==> src/rtl/fb_pkg.sv <==
// Shared framebuffer constants and FSM state type. These are used by the reduce stage,
// the write controller and scan-out. The optional clear pass is enabled with FB_CLEAR_EN.
package fb_pkg;

    localparam int FB_ADDR_W  = 20;
    localparam int FB_PIX_W   = 8;
    localparam int FB_NUM_PIX = 307200;
    localparam logic [FB_PIX_W-1:0] FB_BG_BRI = 8'h00;

    typedef enum logic [1:0] {
        RUN     = 2'd0,
        WAIT_VB = 2'd1,
        CLEAR   = 2'd2
    } fb_state_t;

    function automatic logic fb_addr_in_range(input logic [31:0] addr, input logic [31:0] num_pix);
        return addr < num_pix;
    endfunction

endpackage

==> src/rtl/fb_clear_gen.sv <==
// Address sequencer for the back-bank clear pass: it walks 0..NUM_PIX-1, one address per cycle.
// It is instantiated by fb_write_ctrl only when FB_CLEAR_EN is defined.
module fb_clear_gen #(
    parameter int ADDR_W  = 20,
    parameter int NUM_PIX = 307200
) (
    input  logic              clk,
    input  logic              rst_n,
    input  logic              start_i,
    output logic              busy_o,
    output logic              done_o,
    output logic [ADDR_W-1:0] addr_o
);

    logic [ADDR_W-1:0] cnt_q, cnt_d;
    logic              busy_q, busy_d;

    assign busy_o = busy_q;
    assign addr_o = cnt_q;
    assign done_o = busy_q && (cnt_q == ADDR_W'(NUM_PIX - 1));

    always_comb begin
        cnt_d  = cnt_q;
        busy_d = busy_q;
        if (start_i) begin
            cnt_d  = '0;
            busy_d = 1'b1;
        end else if (busy_q) begin
            if (done_o) begin
                cnt_d  = '0;
                busy_d = 1'b0;
            end else begin
                cnt_d = cnt_q + 1'b1;
            end
        end
    end

    always_ff @(posedge clk or negedge rst_n) begin
        if (!rst_n) begin
            cnt_q  <= '0;
            busy_q <= 1'b0;
        end else begin
            cnt_q  <= cnt_d;
            busy_q <= busy_d;
        end
    end

endmodule

==> src/rtl/fb_write_ctrl.sv <==
// Writes resolved pixels into the back bank of a double-buffered framebuffer and flips banks on vblank.
// The optional post-flip clear of the new back bank is enabled with FB_CLEAR_EN.
import fb_pkg::*;

module fb_write_ctrl #(
    parameter int ADDR_W  = FB_ADDR_W,
    parameter int PIX_W   = FB_PIX_W,
    parameter int NUM_PIX = FB_NUM_PIX,
    parameter logic [PIX_W-1:0] BG_BRI = FB_BG_BRI
) (
    input  logic              clk,
    input  logic              rst_n,
    input  logic [ADDR_W-1:0] fb_addr_i,
    input  logic              hit_i,
    input  logic [PIX_W-1:0]  bri_i,
    input  logic              valid_i,
    input  logic              swap_i,
    input  logic              vblank_i,
    output logic              mem_we_o,
    output logic [ADDR_W:0]   mem_addr_o,
    output logic [PIX_W-1:0]  mem_wdata_o,
    output logic              front_sel_o,
    output logic              render_stall_o,
    output logic              overrun_o,
    output logic [15:0]       frame_cnt_o
);

    fb_state_t         state_q, state_d;
    logic              mem_we_q, mem_we_d;
    logic [ADDR_W:0]   mem_addr_q, mem_addr_d;
    logic [PIX_W-1:0]  mem_wdata_q, mem_wdata_d;
    logic              front_sel_q, front_sel_d;
    logic              overrun_q, overrun_d;
    logic [15:0]       frame_cnt_q, frame_cnt_d;
    logic              addr_ok;
    logic              flip;

    assign addr_ok = fb_addr_in_range(32'(fb_addr_i), 32'(NUM_PIX));
    assign flip    = (state_q == WAIT_VB) && vblank_i;

`ifdef FB_CLEAR_EN
    logic              clr_busy;
    logic              clr_done;
    logic [ADDR_W-1:0] clr_addr;

    fb_clear_gen #(
        .ADDR_W  (ADDR_W),
        .NUM_PIX (NUM_PIX)
    ) u_clear_gen (
        .clk     (clk),
        .rst_n   (rst_n),
        .start_i (flip),
        .busy_o  (clr_busy),
        .done_o  (clr_done),
        .addr_o  (clr_addr)
    );
`endif

    always_ff @(posedge clk or negedge rst_n) begin
        if (!rst_n) begin
            state_q <= RUN;
        end else begin
            state_q <= state_d;
        end
    end

    always_comb begin
        state_d = state_q;
        case (state_q)
            RUN: begin
                if (valid_i && swap_i) begin
                    state_d = WAIT_VB;
                end
            end
            WAIT_VB: begin
                if (vblank_i) begin
`ifdef FB_CLEAR_EN
                    state_d = CLEAR;
`else
                    state_d = RUN;
`endif
                end
            end
`ifdef FB_CLEAR_EN
            CLEAR: begin
                if (clr_done) begin
                    state_d = RUN;
                end
            end
`endif
            default: state_d = RUN;
        endcase
    end

    // The address and data registers hold their last value while no write is issued.
    always_comb begin
        mem_we_d    = 1'b0;
        mem_addr_d  = mem_addr_q;
        mem_wdata_d = mem_wdata_q;
        front_sel_d = front_sel_q;
        frame_cnt_d = frame_cnt_q;
        overrun_d   = overrun_q;

        if (valid_i && ((state_q != RUN) || !addr_ok)) begin
            overrun_d = 1'b1;
        end

        case (state_q)
            RUN: begin
                if (valid_i && addr_ok) begin
                    mem_we_d    = 1'b1;
                    mem_addr_d  = {~front_sel_q, fb_addr_i};
                    mem_wdata_d = hit_i ? bri_i : BG_BRI;
                end
            end
            WAIT_VB: begin
                if (flip) begin
                    front_sel_d = ~front_sel_q;
                    frame_cnt_d = frame_cnt_q + 16'd1;
                end
            end
`ifdef FB_CLEAR_EN
            CLEAR: begin
                mem_we_d    = clr_busy;
                mem_addr_d  = {~front_sel_q, clr_addr};
                mem_wdata_d = BG_BRI;
            end
`endif
            default: ;
        endcase
    end

    always_ff @(posedge clk or negedge rst_n) begin
        if (!rst_n) begin
            mem_we_q    <= 1'b0;
            mem_addr_q  <= '0;
            mem_wdata_q <= '0;
            front_sel_q <= 1'b0;
            overrun_q   <= 1'b0;
            frame_cnt_q <= 16'd0;
        end else begin
            mem_we_q    <= mem_we_d;
            mem_addr_q  <= mem_addr_d;
            mem_wdata_q <= mem_wdata_d;
            front_sel_q <= front_sel_d;
            overrun_q   <= overrun_d;
            frame_cnt_q <= frame_cnt_d;
        end
    end

    assign mem_we_o       = mem_we_q;
    assign mem_addr_o     = mem_addr_q;
    assign mem_wdata_o    = mem_wdata_q;
    assign front_sel_o    = front_sel_q;
    assign overrun_o      = overrun_q;
    assign frame_cnt_o    = frame_cnt_q;
    assign render_stall_o = (state_q != RUN);

endmodule

==> config.mk <==
export PLATFORM = sky130hd
export DESIGN_NAME = fb_write_ctrl
export DESIGN_NICKNAME = d
export VERILOG_FILES = /design/src/rtl/fb_pkg.sv /design/src/rtl/fb_clear_gen.sv /design/src/rtl/fb_write_ctrl.sv
export SDC_FILE = /design/constraint.sdc
export NUM_CORES = 1
export LEC_CHECK = 0
export ABC_AREA = 1
export CAP_MARGIN = 30
export CORE_MARGIN = 1.5
export CORE_UTILIZATION = 48
export CTS_CLUSTER_DIAMETER = 60
export DETAILED_ROUTE_END_ITERATION = 16
export GPL_TIMING_DRIVEN = 0
export PLACE_DENSITY_LB_ADDON = 0.3
export RECOVER_POWER = 25
export SKIP_CTS_REPAIR_TIMING = 1
export SLEW_MARGIN = 20
export SYNTH_ARGS = -nofsm -noshare
export SYNTH_HDL_FRONTEND = slang
export SYNTH_HIERARCHICAL = 1
export SYNTH_SLANG_ARGS = --single-unit
==> constraint.sdc <==
create_clock -name clk -period 2.3 [get_ports clk]
set_clock_uncertainty 0.2 [all_clocks]
set_input_delay 0.23 -clock clk [delete_from_list [all_inputs] [get_ports clk]]
set_output_delay 0.23 -clock clk [all_outputs]
set_load 0.01 [all_outputs]
==> results of run 1 <==
[flip-flops by register name (all words and copies together), names as in the netlist]
signal,flops
frame_cnt_o,16
front_sel_o,1
mem_addr_o,21
mem_wdata_o,8
mem_we_o,1
overrun_o,1
state_q,1
[Yosys cell counts, types with 2 or more instances]
| library cell | count |
|---|---|
| buf_2 | 4 |
| buf_4 | 4 |
| clkbuf_1 | 4 |
| dfrtp_1 | 49 |
| inv_1 | 27 |
| nand2_1 | 96 |
| nand3_1 | 4 |
| nand4_1 | 35 |
| nor2_1 | 12 |
| nor2_4 | 2 |
| xnor2_1 | 6 |
| xor2_1 | 6 |
[final cells by class]
class	count	area, um^2	share of cell area (%)
Sequential cell	49	1230	37.9
Tap cell	52	65.1	2.01
Buffer	13	68.8	2.13
Clock buffer	7	86.3	2.67
Timing Repair Buffer	83	835	25.8
Inverter	27	101	3.14
Multi-Input combinational cell	169	850	26.3
[final timing paths]
| check | start | endpoint | slack (ns) |
|---|---|---|---|
| max in group asynchronous | rst_n | mem_addr_o[3]$_DFFE_PN0P_ | 0.67 |
| hold reg to reg | mem_addr_o[17]$_DFFE_PN0P_ | mem_addr_o[17]$_DFFE_PN0P_ | 0.28 |
| min in group asynchronous | rst_n | mem_addr_o[19]$_DFFE_PN0P_ | 0.49 |
| setup / recovery | frame_cnt_o[10]$_DFFE_PN0P_ | frame_cnt_o[10] | 0.52 |
| setup reg to reg | state_q[0]$_DFFE_PN0P_ | frame_cnt_o[12]$_DFFE_PN0P_ | 0.58 |
| hold / removal | hit_i | mem_wdata_o[4]$_DFFE_PN0P_ | 0.17 |
[stage by stage]
step | util [%] | TNS, ns | area [um^2] | worst slack (ns) | cells
after floorplan | - | 0 | 2250 | 0.797 | 258
after global placement | 70.4 | -27.74 | 3130 | -0.568 | 391
after detailed placement | 70.7 | 0 | 3140 | 0.455 | 392
after CTS | 72.7 | 0 | 3230 | 0.514 | 399
after global routing | 72.7 | 0 | 3230 | 0.431 | 400
final | 72.7 | 0 | 3230 | 0.520 | 400
[kinds of logic after synthesis]
family	synth area share, %
AOI/OAI and AO/OA	0.555
DFF	54.4
adders and majority gates	0.555
xor gates and xnor gates	4.66
and+or+nand+nor	32.3
buffers and inverters	7.55
[metal layers]
metal	vias to the layer above	global-route usage [%]
met1	953	29.2
met2	66	35.3
met5	-	0
met4	0	9.43
met3	8	3.66
li1	1002	-
[report_power, final]
part,internal [mW],leakage [nW],switching (mW)
Combinational,0.546,0.947,0.452
Sequential,1.08,0.620,0.161
Clock,0.239,0.0443,0.264
==> run_results.csv, run 1 <==
group,metric,value,unit
outcome,status,"finished with violations",
outcome,violations,"design-rule violations",
timing,holdWs,0.172,ns
clocking,h-tree-depth,2,
floorplan,num_io_pins,83,
logic_synthesis,synth_fp_nets,293,
hold_path,hold_class,"in -> reg",
critical_path,worst-path-max-fanout,7,
pwr,power-per-cell-area,848,mW/mm^2
critical_path,max_stage_delay,0.58,ns
finish,fin_nets,383,
logic_synthesis,synth.area.top_cells,"dfrtp_1 54%, nand2_1 16%, nand4_1 9.7%, inv_1 4.5%, xnor2_1 2.3%",
clocking,clockBufferDepth,2,
logic_synthesis,yosysTopAreaCellShare,54.4,%
finish,num_antenna_cells,0,
logic_synthesis,synth_area_per_cell,8.73,um^2
placement,io_buffers,81,
critical_path,cpLargestDelayFamily,"buffers and inverters",
hold_path,hold_depth,5,
pwr,p_leak,1.61,nW
timing,fin_crit_sh,77.4,%
timing,max-slew-margin-rel,20.0,%
critical_path,critical_path_buf_inv_count,1,
detailed_routing,wl_met1,2370,um
placement,post-dp-hpwl,3910,um
detailed_routing,wl_met2,2600,um
grt,grt_pass1_vias,1882,
critical_path,end_kind,"primary output",
logic_synthesis,yosys_warnings,6,
floorplan,die-area,0.00511,mm^2
timing,hold_viol,0,
critical_path,crit_slowest_cell,"clkdlybuf4s50_1",
logic_synthesis,synthCells,258,
detailed_routing,drt-initial-drc-count,134,
logic_synthesis,synth_top_area_cell,"dfrtp_1",
pwr,vdd_drop_max,542,uV
grt,grt_max_degree,30,
logic_synthesis,ys_types,21,
timing,final_max_slew_viol_count,0,
finish,area_growth,43.4,%
clocking,clk_pin_slew,0.08,ns
critical_path,reg2regPathDepth,7,
detailed_routing,route.met3.wl,274,um
logic_synthesis,synth_edf_count,0,
detailed_routing,vias,2029,
logic_synthesis,ys_ff_latch,49,
detailed_routing,drc,6,
finish,final_cell_mix,"97 x nand2_1, 80 x clkdlybuf4s50_1, 49 x dfrtp_1",
logic_synthesis,synth_area,0.00225,mm^2
detailed_routing,wl_per_cell,13.4,um
grt,grt_usage,21.8,%
grt,grt_pass1_wl,8800,um
floorplan,rows,24,
detailed_routing,routed_wl,5350,um
timing,worstMarginPinSlew,1.20,ns
finish,nFillCells,358,
critical_path,crit_path_start_kind,"flip-flop",
flow_run,drv_cap,0,
critical_path,cp.arrival,1.35,ns
detailed_routing,vias_per_cell,5.07,
logic_synthesis,ys.flop_type,"dfrtp_1",
floorplan,fp.dieH,71.5,um
grt,antenna_found_initial,0,
logic_synthesis,synthArstFlopShare,100,%
finish,final_common_cell,"nand2_1",
timing,setup_viol,0,
floorplan,initial_core_util,50.7,%
clocking,numCtsBuffers,5,
clocking,clk_latency,0.29,ns
detailed_routing,ant_nets,0,
timing,rsz0062_at_grt,"no",
logic_synthesis,ys_seq_area_share,54.4,%
floorplan,die_w,71.5,um
critical_path,cp.required,1.87,ns
clocking,cts_tree,"done",
detailed_routing,highest_layer,"met4",
clocking,cts_root_buf,"clkbuf_8",
grt,overflow,0,
finish,drive_gt1_share,5.75,%
critical_path,cp_num_cells,1,
critical_path,path_cells,"clkdlybuf4s50_1",
floorplan,core_region_area,0.00444,mm^2
clocking,clkSinkCount,49,
placement,place.gp.congestion,0.826,
timing,period_needed,1.78,ns
detailed_routing,first_pass_iters,11,
timing,timing.fmax,0.562,GHz
critical_path,critPathKind,"reg -> out",
pwr,power,2.74,mW
Power figures use the tool's default switching activity.
==> run 2: changes to the inputs <==
--- a/config.mk
+++ b/config.mk
@@ -8,7 +8,7 @@
 export ABC_AREA = 1
 export CAP_MARGIN = 30
 export CORE_MARGIN = 1.5
-export CORE_UTILIZATION = 48
+export CORE_UTILIZATION = 40
 export CTS_CLUSTER_DIAMETER = 60
 export DETAILED_ROUTE_END_ITERATION = 16
 export GPL_TIMING_DRIVEN = 0
==> constraint.sdc (replaced) <==
create_clock -name clk -period 1.4 [get_ports clk]
set_clock_uncertainty 0.2 [all_clocks]
set_input_delay 0.14 -clock clk [delete_from_list [all_inputs] [get_ports clk]]
set_output_delay 0.14 -clock clk [all_outputs]
set_load 0.01 [all_outputs]
==> run 2 against run 1 <==
Non-clock buffer count rose by 26. Clock-buffer cell count rose by 1. The run ends with negative setup slack left. Die area rose by 19%. Critical endpoint is now frame_cnt_o[6]$_DFFE_PN0P_.
==> run_results.csv, run 2 (synthesis results as in run 1) <==
group,metric,value,unit
timing,setup_viol,38,
grt,antenna_found_initial,0,
pwr,power-per-cell-area,1220,mW/mm^2
clocking,cts_root_buf,"clkbuf_8",
finish,fin_nets,409,
finish,largest_register_ffs,21,
detailed_routing,routed_wl,6040,um
flow_run,drv_cap,0,
timing,fin_setup_tns,-3.20,ns
critical_path,path_cells,"ha_2, inv_2, nor2_8, nand3_4, buf_4, buf_4, xnor2_1",
timing,final_max_slew_viol_count,0,
timing,rsz0062_at_grt,"yes",
grt,use_met2,31.8,%
critical_path,crit_top_cell,"buf_4",
critical_path,reg2regPathDepth,7,
grt,grt_util_met3,5.35,%
floorplan,fp.dieH,78.1,um
hold_path,hold_start,"hit_i",
pwr,p_leak,2.44,nW
clocking,clockBufferDepth,2,
hold_path,hold_end,"mem_wdata_o[5]$_DFFE_PN0P_",
critical_path,cpLargestDelayFamily,"flip-flops",
detailed_routing,drt-initial-drc-count,105,
detailed_routing,drc,0,
critical_path,critPathKind,"reg -> reg",
pwr,p_int,3.15,mW
detailed_routing,vias,2180,
grt,met1_usage,22.8,%
critical_path,reg2reg_from,"frame_cnt_o[1]$_DFFE_PN0P_",
placement,io_buffers,81,
placement,dp_cells,412,
pwr,p_switching,1.49,mW
critical_path,r2r-end,"frame_cnt_o[6]$_DFFE_PN0P_",
placement,post-dp-hpwl,3940,um
detailed_routing,vias_per_cell,4.88,
clocking,cts_tree,"done",
grt,overflow,0,
floorplan,die-area,0.00609,mm^2
detailed_routing,first_pass_iters,4,
critical_path,cp.arrival,1.51,ns
critical_path,max_stage_delay,0.42,ns
finish,stdcell_area,0.00379,mm^2
clocking,clk_pin_slew,0.08,ns
detailed_routing,wl_per_cell,13.5,um
pwr,pwr-share-clk,17.9,%
timing,max-slew-margin-rel,61.0,%
timing,fin_ws,-0.122,ns
critical_path,crit_path_start_kind,"flip-flop",
outcome,violations,"negative setup slack",
grt,grt_pass1_wl,9080,um
pwr,vdd_drop_max,768,uV
critical_path,end_kind,"flip-flop",
grt,grt_usage,18.7,%
outcome,status,"finished with violations",
timing,hold_viol,0,
critical_path,crit_start,"frame_cnt_o[1]$_DFFE_PN0P_",
finish,drive_gt1_share,20.8,%
hold_path,hold_class,"in -> reg",
hold_path,hold_depth,5,
clocking,numCtsBuffers,5,
clocking,h-tree-depth,2,
floorplan,die_w,78.1,um
floorplan,rows,27,
detailed_routing,ant_nets,0,
floorplan,initial_core_util,41.2,%
critical_path,critical_path_buf_inv_count,3,
placement,dpl_cell_area,0.00317,mm^2
floorplan,num_io_pins,83,
finish,area_growth,68.4,%
timing,fin_crit_sh,109,%
pwr,switching_share,32.2,%
grt,grt_pass1_vias,1994,
timing,timing.fmax,0.657,GHz
grt,grt_max_degree,29,
finish,num_antenna_cells,0,
clocking,clkSinkCount,49,
floorplan,core_region_area,0.00547,mm^2
critical_path,worst-path-max-fanout,5,
timing,worstMarginPinSlew,0.585,ns
grt,busiest_layer,"met2",
critical_path,cp.required,1.39,ns
pwr,combPwrFrac,38.0,%
timing,holdWs,0.112,ns
timing,period_needed,1.52,ns
critical_path,rrSetupSlack,-0.12,ns
placement,place.gp.congestion,0.840,
clocking,clk_latency,0.29,ns
finish,final_common_cell,"nand2_1",
critical_path,crit_slowest_cell,"dfrtp_1",
finish,final_cell_mix,"83 x nand2_1, 51 x dlymetal6s2s_1, 42 x dfrtp_1",
finish,instances_no_fill,447,
pwr,p_seq_share,44.0,%
[run 2: power groups by stage]
stage	combinational (mW)	sequential [mW]	clock [mW]
final	1.76	2.04	0.831
after global routing	1.92	2.09	0.932
after CTS	1.66	2.03	0.877
after detailed placement	1.65	2.06	0
after global placement	1.62	2.05	0
after floorplan	0.506	2.20	0
[run 2: layer usage]
layer	part of all wire (%)	vias up
met1	40	1044
met2	51	77
met4	1.2	0
met5	0	-
met3	7.1	7
li1	-	1052
[run 2: cell type report]
class | count | area, um^2
fillers | 436 | 1680
inverters | 27 | 101
plain buffers | 13 | 110
well taps | 72 | 90.1
multi-input cells | 169 | 953
flip-flops and latches | 49 | 1230
clock buffers | 8 | 90.1
repair buffers | 109 | 1210
[run 2: worst max-delay path by stage]
stage / endpoint / slack, ns / cells past startpoint
after floorplan: frame_cnt_o[14]$_DFFE_PN0P_ / -0.1 / 8
after global placement: state_q[0]$_DFFE_PN0P_ / -1.61 / 1
after detailed placement: frame_cnt_o[14]$_DFFE_PN0P_ / -0.33 / 8
after CTS: frame_cnt_o[10] / -0.31 / 1
after global routing: frame_cnt_o[12]$_DFFE_PN0P_ / -0.23 / 8
final: frame_cnt_o[6]$_DFFE_PN0P_ / -0.12 / 7
[run 2: worst min-delay path, cell delays in order]
cell and delay, ns:
clkbuf_1 0.18, nand2_1 0.10, inv_1 0.04, nand4_1 0.07
nand2_1 0.05
[run 2: through the flow]
stage          worst slack (ns)  util [%]  power, mW
2_1_floorplan           -0.0981         -       2.71
3_3_place_gp              -1.61      57.7       3.67
3_5_place_dp             -0.335      58.0       3.71
4_1_cts                  -0.308      59.6       4.57
5_1_grt                  -0.227      69.3       4.94
6_report                 -0.122      69.3       4.64
